<file path="config.mk">
export PLATFORM = sky130hd
export DESIGN_NAME = serial_arbiter
export DESIGN_NICKNAME = d
export VERILOG_FILES = /design/src/rtl/serial_arbiter.sv
export SDC_FILE = /design/constraint.sdc
export NUM_CORES = 1
export LEC_CHECK = 0
export CORE_MARGIN = 3
export CORE_UTILIZATION = 39
export DETAILED_ROUTE_END_ITERATION = 12
export GPL_ROUTABILITY_DRIVEN = 0
export GPL_TIMING_DRIVEN = 0
export PLACE_DENSITY = 0.88
export SLEW_MARGIN = 10
export SYNTH_ARGS = -nofsm -noshare
export SYNTH_HDL_FRONTEND = slang
export SYNTH_SLANG_ARGS = --single-unit
</file>
<file path="constraint.sdc">
create_clock -name clk -period 2.32 [get_ports clk]
set_input_delay 0.348 -clock clk [delete_from_list [all_inputs] [get_ports clk]]
set_output_delay 0.348 -clock clk [all_outputs]
set_load 0.05 [all_outputs]
</file>
<file path="src/rtl/serial_arbiter.sv">
// Round-robin arbiter that forwards byte bursts from NUM_REQ requesters to a single
// serializer, holding each grant until the serializer shifts out the final bit.
module serial_arbiter #(
    parameter int DATAWIDTH = 8,
    parameter int NUM_REQ   = 4,
    parameter int MAX_BURST = 16
) (
    input  logic                           clk,
    input  logic                           rst,
    input  logic [NUM_REQ-1:0]             req_valid,
    input  logic [NUM_REQ*DATAWIDTH-1:0]   req_data,
    input  logic [NUM_REQ-1:0]             req_last,
    output logic [NUM_REQ-1:0]             req_ready,
    input  logic [NUM_REQ-1:0]             req_mask,
    output logic                           ser_valid,
    output logic [DATAWIDTH-1:0]           ser_data,
    input  logic                           ser_ready,
    input  logic                           ser_last,
    input  logic                           ser_ack,
    output logic [NUM_REQ-1:0]             grant,
    output logic [$clog2(NUM_REQ)-1:0]     grant_id,
    output logic                           busy
);

    localparam int IDW = $clog2(NUM_REQ);
    localparam int CW  = $clog2(MAX_BURST + 1);

    localparam logic [1:0] ST_IDLE  = 2'd0;
    localparam logic [1:0] ST_FWD   = 2'd1;
    localparam logic [1:0] ST_DRAIN = 2'd2;

    logic [1:0]         state_q, state_d;
    logic [IDW-1:0]     rr_ptr_q, rr_ptr_d;
    logic [CW-1:0]      beat_cnt_q, beat_cnt_d;
    logic [NUM_REQ-1:0] grant_q, grant_d;
    logic [IDW-1:0]     grant_id_q, grant_id_d;
    logic               busy_q, busy_d;

    logic [NUM_REQ-1:0] elig_s;
    logic               sel_found_s;
    logic [IDW-1:0]     sel_id_s;
    logic [IDW:0]       idx_s;
    logic               hs_s;

    assign elig_s = req_valid & req_mask;
    assign hs_s   = (state_q == ST_FWD) && req_valid[grant_id_q] && ser_ready;

    // First eligible requester at or after rr_ptr, wrapping modulo NUM_REQ
    always_comb begin
        sel_found_s = 1'b0;
        sel_id_s    = '0;
        idx_s       = '0;
        for (int k = 0; k < NUM_REQ; k++) begin
            idx_s = {1'b0, rr_ptr_q} + (IDW+1)'(k);
            if (idx_s >= (IDW+1)'(NUM_REQ)) begin
                idx_s = idx_s - (IDW+1)'(NUM_REQ);
            end else begin
                idx_s = idx_s;
            end
            if (!sel_found_s && elig_s[idx_s[IDW-1:0]]) begin
                sel_found_s = 1'b1;
                sel_id_s    = idx_s[IDW-1:0];
            end else begin
                sel_found_s = sel_found_s;
            end
        end
    end

    // Next-state logic for the IDLE / FWD / DRAIN sequencer
    always_comb begin
        state_d    = state_q;
        rr_ptr_d   = rr_ptr_q;
        beat_cnt_d = beat_cnt_q;
        grant_d    = grant_q;
        grant_id_d = grant_id_q;
        case (state_q)
            ST_IDLE: begin
                if (sel_found_s) begin
                    state_d    = ST_FWD;
                    grant_d    = {{(NUM_REQ-1){1'b0}}, 1'b1} << sel_id_s;
                    grant_id_d = sel_id_s;
                    beat_cnt_d = '0;
                end else begin
                    state_d = ST_IDLE;
                end
            end
            ST_FWD: begin
                if (hs_s) begin
                    beat_cnt_d = beat_cnt_q + CW'(1);
                    if (req_last[grant_id_q] || (beat_cnt_q == CW'(MAX_BURST - 1))) begin
                        state_d = ST_DRAIN;
                    end else begin
                        state_d = ST_FWD;
                    end
                end else begin
                    state_d = ST_FWD;
                end
            end
            ST_DRAIN: begin
                // Grant is held until the serializer finishes shifting the last byte
                if (ser_last && ser_ack) begin
                    state_d    = ST_IDLE;
                    grant_d    = '0;
                    grant_id_d = '0;
                    if (grant_id_q == IDW'(NUM_REQ - 1)) begin
                        rr_ptr_d = '0;
                    end else begin
                        rr_ptr_d = grant_id_q + IDW'(1);
                    end
                end else begin
                    state_d = ST_DRAIN;
                end
            end
            default: begin
                state_d    = ST_IDLE;
                grant_d    = '0;
                grant_id_d = '0;
                beat_cnt_d = '0;
            end
        endcase
        busy_d = (state_d != ST_IDLE);
    end

    // State registers with synchronous reset
    always_ff @(posedge clk) begin
        if (rst) begin
            state_q    <= ST_IDLE;
            rr_ptr_q   <= '0;
            beat_cnt_q <= '0;
            grant_q    <= '0;
            grant_id_q <= '0;
            busy_q     <= 1'b0;
        end else begin
            state_q    <= state_d;
            rr_ptr_q   <= rr_ptr_d;
            beat_cnt_q <= beat_cnt_d;
            grant_q    <= grant_d;
            grant_id_q <= grant_id_d;
            busy_q     <= busy_d;
        end
    end

    // Zero-latency byte path from the granted requester while forwarding
    always_comb begin
        ser_valid = 1'b0;
        ser_data  = '0;
        req_ready = '0;
        if (state_q == ST_FWD) begin
            ser_valid            = req_valid[grant_id_q];
            ser_data             = req_data[grant_id_q*DATAWIDTH +: DATAWIDTH];
            req_ready[grant_id_q] = ser_ready;
        end else begin
            ser_valid = 1'b0;
        end
    end

    assign grant    = grant_q;
    assign grant_id = grant_id_q;
    assign busy     = busy_q;

endmodule

</file>
==> flow_summary.json, run 1 <==
{
  "switching_share_pct": 36.98,
  "drtIter0Drc": 57,
  "end_kind": "output port",
  "via_per_inst": 5.560,
  "numCtsBuffers": 3,
  "multi_input_area_um2": 933.4,
  "fmax_ghz": 0.4436,
  "drc": 0,
  "clock_sinks": 16,
  "holdWs_ns": 0.4158,
  "start_util_pct": 41.76,
  "detail_route.wl_per_cell_um": 15.57,
  "hold_start": "ser_ready",
  "grt_pass1_wl_um": 6479,
  "dpl-instance-area_um2": 2032,
  "arrival_ns": 1.91,
  "syn_area_um2": 1306,
  "dieArea_um2": 4080,
  "drive_gt1_share_pct": 15.49,
  "min_path_type": "in -> reg",
  "hold_buffers": 0,
  "min_period_ns": 2.254,
  "ys_types": 45,
  "setup_tns_ns": 0,
  "yosys_most_used_dff": "dfxtp_1",
  "gr-total-overflow": 0,
  "grt_max_degree": 11,
  "p_sw_uw": 352.4,
  "ys_ff_latch": 16,
  "clkSlewWorstSetupHoldPaths_ns": 0.10,
  "peakVddDrop_uv": 341.2,
  "dp_hpwl_um": 3204,
  "p_int_uw": 600.5,
  "port_buffers": 67,
  "combPwrFrac_pct": 48.6,
  "gr-usage-all-layers_pct": 19.66,
  "drv_slew": 0,
  "vias": 1429,
  "postRouteAntennaNets": 0,
  "critPathLaunchType": "primary input",
  "seq_area_frac_synth_pct": 24.52,
  "synthesis.instances": 142,
  "worst_pin_slew_ns": 0.6550,
  "maxCapViolCount": 0,
  "clockBufferDepth": 2,
  "n_antenna_cell": 0,
  "skew_ns": 0.007960,
  "clkPwrFrac_pct": 19.8,
  "rows": 20,
  "maxSlewHeadroom_pct": 56.33,
  "core_um2": 3128,
  "syn_area_per_cell_um2": 9.199,
  "yosysWarnings": 0,
  "fillers": 273,
  "pwr-share-seq_pct": 31.6,
  "cp_max_fo": 7,
  "register_area_um2": 322.8,
  "die_y_um": 63.88,
  "post-route-cell-area_um2": 2063,
  "status": "completed",
  "setup_viol": 0,
  "syn-num-nets": 197,
  "clock_latency_ns": 0.29,
  "cts_root_buf": "clkbuf_4",
  "hold_viol_final": 0,
  "worstSetupPathType": "in -> out",
  "drtPass1Iterations": 6,
  "worstReg2RegStart": "state_q[0]",
  "antenna_found_initial": 0,
  "cts_tree": "yes",
  "timing.final.crit_share_pct": 97.16,
  "critPathLaunch": "req_valid[0]",
  "drt-total-wl_um": 4001,
  "die_w_um": 63.88,
  "synth_edf_count": 0,
  "first_global_vias": 1376,
  "worst_ep_required_time_ns": 1.97,
  "syn_to_final_growth_pct": 57.95,
  "layout.nets": 269,
  "post-cts-setup-buffer-count": 0,
  "rsz0062_at_grt": "no",
  "leakage_uw": 0.0008023,
  "postSynth.asyncResetShare_pct": 0,
  "power.total_uw": 952.8,
  "h-tree-depth": 1,
  "powerDensity_nw_per_um2": 461.8,
  "ios": 69
}
[flip-flops by register name, summed over array words and instances, names as in the netlist]
| name | flops |
|---|---|
| beat_cnt_q | 5 |
| busy | 1 |
| grant | 4 |
| rr_ptr_q | 2 |
| grant_id | 2 |
| state_q | 2 |
[cell families (layout without fill, tap and decap cells)]
family | Yosys count | in the layout | synth area share (%)
AOI/OAI and AO/OA | 38 | 38 | 20.98
xor gates and xnor gates | 1 | 1 | 0.6706
adders and majority gates | 6 | 6 | 5.747
buffers and inverters | 13 | 84 | 4.597
DFF | 16 | 16 | 24.52
muxes | 12 | 12 | 19.25
and+or+nand+nor | 56 | 56 | 24.23
[per-layer routing]
metal	vias up	track usage [%]	wire (µm)	share of wire [%]
met5	-	0	0	0
met4	0	2.426	18	0.45
met3	2	3.866	174	4.3
met2	46	35.48	2139	53
met1	686	24.57	1668	42
li1	695	-	-	-
[final timing paths]
path | cells after the start | slack, ns | end
worst max register to register | 5 | 0.58 | grant_id[0]
worst max-delay path | 4 | 0.07 | ser_valid
worst min register to register | 1 | 0.48 | grant[1]
worst min-delay path | 2 | 0.42 | state_q[0]
[repair_timing]
action | CTS | global route
gates resized for setup | 43 | 11
hold endpoints to repair | 0 | 0
endpoints found under the setup margin | 13 | 12
[cells in the mapped netlist (2+ instances only)]
library cell | count | area, µm²
nand2_1 | 12 | 45.04
or2_2 | 2 | 12.51
nand4b_1 | 2 | 17.52
mux4_1 | 5 | 131.4
mux4_2 | 4 | 90.09
inv_1 | 4 | 15.01
o2bb2ai_1 | 3 | 26.28
nor2_1 | 3 | 11.26
and3_1 | 5 | 31.28
a21o_1 | 2 | 15.01
a31oi_1 | 2 | 12.51
and2_1 | 10 | 62.56
a21oi_1 | 10 | 50.05
buf_2 | 2 | 10.01
a32o_1 | 3 | 30.03
or3_1 | 4 | 25.02
nand3_1 | 9 | 45.04
clkbuf_1 | 5 | 18.77
nand3b_1 | 4 | 30.03
o21ai_0 | 4 | 20.02
ha_1 | 6 | 75.07
dfxtp_1 | 16 | 320.3
mux2i_1 | 3 | 30.03
[worst max-delay path, cell delays in order]
cell             delay (ns)
clkdlybuf4s50_1        0.53
mux4_2                 0.53
and2_1                 0.17
clkdlybuf4s15_2        0.33
[cell usage in the layout, fill, tap and decap left out, types with 3 or more instances in the layout]
cell type,n
a21oi_1,10
ha_1,6
nand2_1,12
buf_2,6
mux4_2,4
or3_1,4
inv_1,4
nand3_1,9
and2_1,10
mux2i_1,3
nand3b_1,4
clkdlybuf4s15_2,5
clkbuf_4,4
o2bb2ai_1,3
o21ai_0,4
clkbuf_2,3
dfxtp_1,14
and3_1,5
clkdlybuf4s50_1,54
mux4_1,5
clkbuf_1,3
a32o_1,3
nor2_1,3
[area by class of cell]
class / count / share of cell area, %
Buffer: 9 / 2.729
Clock buffer: 4 / 1.759
Inverter: 4 / 0.7277
Multi-Input combinational cell: 113 / 45.24
Sequential cell: 16 / 15.65
Tap cell: 44 / 2.668
Timing Repair Buffer: 67 / 31.23
[metrics by stage]
step	utilization, %	setup slack (ns)	std cells
floorplan	-	0.05106	142
global placement	64.96	-0.2861	253
detailed placement	64.96	-0.3007	253
CTS	66.36	-0.06716	257
global route	65.96	0.002802	257
finish	65.96	0.06589	257
[power groups by stage]
| stage | logic [µW] | clock network [µW] | registers (µW) |
|---|---|---|---|
| final | 463 | 189 | 301 |
| after global placement | 462 | 0 | 306 |
| after global routing | 496 | 203 | 303 |
| after floorplan | 249 | 0 | 343 |
| after detailed placement | 469 | 0 | 306 |
| after CTS | 464 | 192 | 300 |
Power figures use the tool's default switching activity.
==> run 2: changes to the inputs <==
- ABC_AREA: default -> 1
- CORE_UTILIZATION: 39 -> 42
- PLACE_DENSITY: 0.88 -> 0.89
- SKIP_LAST_GASP: default -> 1
==> flow_summary.json, run 2 <==
{
  "layout.nets": 374,
  "reg2reg_to": "busy",
  "min_path_type": "reg -> reg",
  "die_w_um": 65.47,
  "maxSlewHeadroom_pct": 65.51,
  "rows": 20,
  "arrival_ns": 1.85,
  "switching_share_pct": 45.47,
  "drtPass1Iterations": 4,
  "cp_max_fo": 10,
  "synth_top_family_by_area": "simple AND/OR/NAND/NOR gates",
  "worstHoldEndpoint": "grant[1]",
  "h-tree-depth": 1,
  "synth-compound-area-share_pct": 19.46,
  "syn_to_final_growth_pct": 51.05,
  "worstSetupPathType": "reg -> out",
  "drive_gt1_share_pct": 19.18,
  "path_delay_family": "buffers and inverters",
  "drv_slew": 0,
  "start_util_pct": 46.37,
  "met2_usage_pct": 43.24,
  "final-instance-count-excl-fill": 362,
  "hold-path-cell-count": 2,
  "drc": 0,
  "cts_root_buf": "clkbuf_4",
  "setup_viol": 0,
  "p_sw_uw": 523.1,
  "clockBufferDepth": 2,
  "synth_edf_count": 0,
  "cts_tree": "yes",
  "yosysMostFrequentCell": "nor2_1",
  "worst_pin_slew_ns": 0.5157,
  "synth_xor_area_share_pct": 0,
  "status": "completed",
  "synth_area_leaders": "dfxtp_1 (22%), nor2_1 (13%), nand2_1 (13%), o21ai_0 (7.8%), a21oi_1 (7.4%)",
  "syn_area_um2": 1485,
  "synthesis.instances": 247,
  "vias": 1865,
  "leakage_uw": 0.0009530,
  "gr-usage-all-layers_pct": 21.55,
  "min_period_ns": 2.196,
  "max_stage_delay_ns": 0.41,
  "cp_slowest_cell": "dfxtp_2",
  "worst_ep_required_time_ns": 1.97,
  "gr-total-overflow": 0,
  "setup_ws_ns": 0.1244,
  "busiest_layer": "met2",
  "die_y_um": 65.47,
  "ff2ff_setup_slack_ns": 0.64,
  "ys_ff_latch": 16,
  "drtIter0Drc": 115,
  "core_um2": 3203,
  "end_kind": "output port",
  "seq_area_frac_synth_pct": 21.57,
  "maxCapViolCount": 0,
  "synthMuxAreaShare_pct": 0,
  "rsz0062_at_grt": "yes",
  "n_antenna_cell": 0,
  "r2r_cells": 9,
  "largest_reg_flops": 5,
  "antenna_found_initial": 0,
  "critPathLaunchType": "flip-flop",
  "synth.largest_area_cell": "dfxtp_1",
  "yosysWarnings": 0,
  "place_inst": 359,
  "detail_route.wl_per_cell_um": 12.57,
  "drt-total-wl_um": 4552,
  "critPathBufInv": 3,
  "postSynth.asyncResetShare_pct": 0,
  "hold_start": "grant[1]",
  "dp_hpwl_um": 3632,
  "fmax_ghz": 0.4555,
  "skew_ns": 0.003959,
  "clock_latency_ns": 0.29,
  "post-route-cell-area_um2": 2243,
  "syn-num-nets": 302,
  "synthSimpleGateAreaFrac_pct": 46.42,
  "postRouteAntennaNets": 0,
  "worstReg2RegStart": "grant_id[1]",
  "postLayoutCoreUtil_pct": 70.04,
  "dpl-instance-area_um2": 2256,
  "timing.final.crit_share_pct": 94.64,
  "yosys_most_used_dff": "dfxtp_1",
  "numCtsBuffers": 3,
  "p_int_uw": 627.4,
  "grt_pass1_wl_um": 7445,
  "hold_viol_final": 0,
  "peakVddDrop_uv": 374.5,
  "use_met3_pct": 4.957,
  "ys_types": 28,
  "synth_adder_area_share_pct": 5.055,
  "combPwrFrac_pct": 55.3,
  "synth_top_area_share_pct": 21.57,
  "cp_cell_sequence": "buf_4, buf_2, nor2_1, nor2_1, o21ai_0, a21oi_2, buf_2",
  "gr-usage-met1_pct": 23.25,
  "grt_max_degree": 14,
  "post-place-ws_ns": -0.4822,
  "clkSlewWorstSetupHoldPaths_ns": 0.10,
  "final_common_cell": "clkdlybuf4s50_1",
  "syn_area_per_cell_um2": 6.013,
  "via_per_inst": 5.152,
  "layout_common_cells": "clkdlybuf4s50_1 (55), nand2_1 (50), nor2_1 (50)",
  "ios": 69,
  "clkPwrFrac_pct": 16.4,
  "first_global_vias": 1765,
  "dieArea_um2": 4286,
  "top_register": "beat_cnt_q",
  "powerDensity_nw_per_um2": 512.8,
  "synthTopCellsByCount": "nor2_1 (53), nand2_1 (50), o21ai_0 (23), a21oi_1 (22), nand3_1 (17)",
  "clock_sinks": 16,
  "pwr-share-seq_pct": 28.3,
  "port_buffers": 68
}
[run 2: worst register-to-register path, cell delays in order (launching register included)]
cell     delay, ns
dfxtp_1       0.43
buf_2         0.26
nor2_1        0.07
o21ai_0       0.13
nand2_1       0.10
o21ai_1       0.12
inv_1         0.06
or2_0         0.22
nor2_1        0.11
nor2_1        0.04
[run 2: per-layer routing]
metal	vias up	share of wire, %
li1	952	-
met4	0	0.70
met2	48	51
met3	4	5.3
met5	-	0
met1	861	43
[run 2: per-stage QoR]
step                      hold WS [ns]  total power [µW]   TNS, ns
final                           0.4711              1150         0
after global routing            0.5040              1225  -0.02562
after CTS                       0.4719              1154         0
after detailed placement        0.4584             984.9    -4.932
after global placement          0.4536             972.1    -4.340
after floorplan                 0.4737             753.0         0
[run 2: worst max path at each step]
| stage | startpoint | to | slack, ns | depth (start not counted) |
|---|---|---|---|---|
| 3_5_place_dp | grant_id[0] | req_ready[0] | -0.48 | 7 |
| 4_1_cts | grant_id[0] | ser_data[4] | 0.03 | 7 |
| 3_3_place_gp | grant_id[0] | req_ready[2] | -0.45 | 7 |
| 2_1_floorplan | grant_id[0] | ser_data[0] | 0.05 | 6 |
| 5_1_grt | state_q[0] | req_ready[1] | -0.03 | 6 |
| 6_report | grant_id[0] | ser_data[4] | 0.12 | 7 |
[run 2: what timing repair did]
item,4_1_cts,5_1_grt
setup endpoints to repair,13,11
gates resized for setup,59,10
hold buffers,0,0
setup buffers,0,0
[run 2: kinds of logic after synthesis]
family / Yosys count
adders and majority gates: 6
DFF: 16
and+or+nand+nor: 147
AOI/OAI and AO/OA: 53
buffers and inverters: 25
[run 2: power by group through the flow]
stage | clock network, µW | logic, µW | registers [µW]
global route | 206 | 690 | 329
finish | 189 | 636 | 325
floorplan | 0 | 380 | 373
global placement | 0 | 643 | 329
detailed placement | 0 | 654 | 330
CTS | 194 | 636 | 324
[run 2: final cells by class]
class	count	area, µm²
Buffer	8	47.55
Fill cell	304	959.7
Timing Repair Buffer	68	626.9
Tap cell	44	55.05
Clock buffer	4	36.28
Sequential cell	16	321.6
Multi-Input combinational cell	206	1091
Inverter	16	65.06
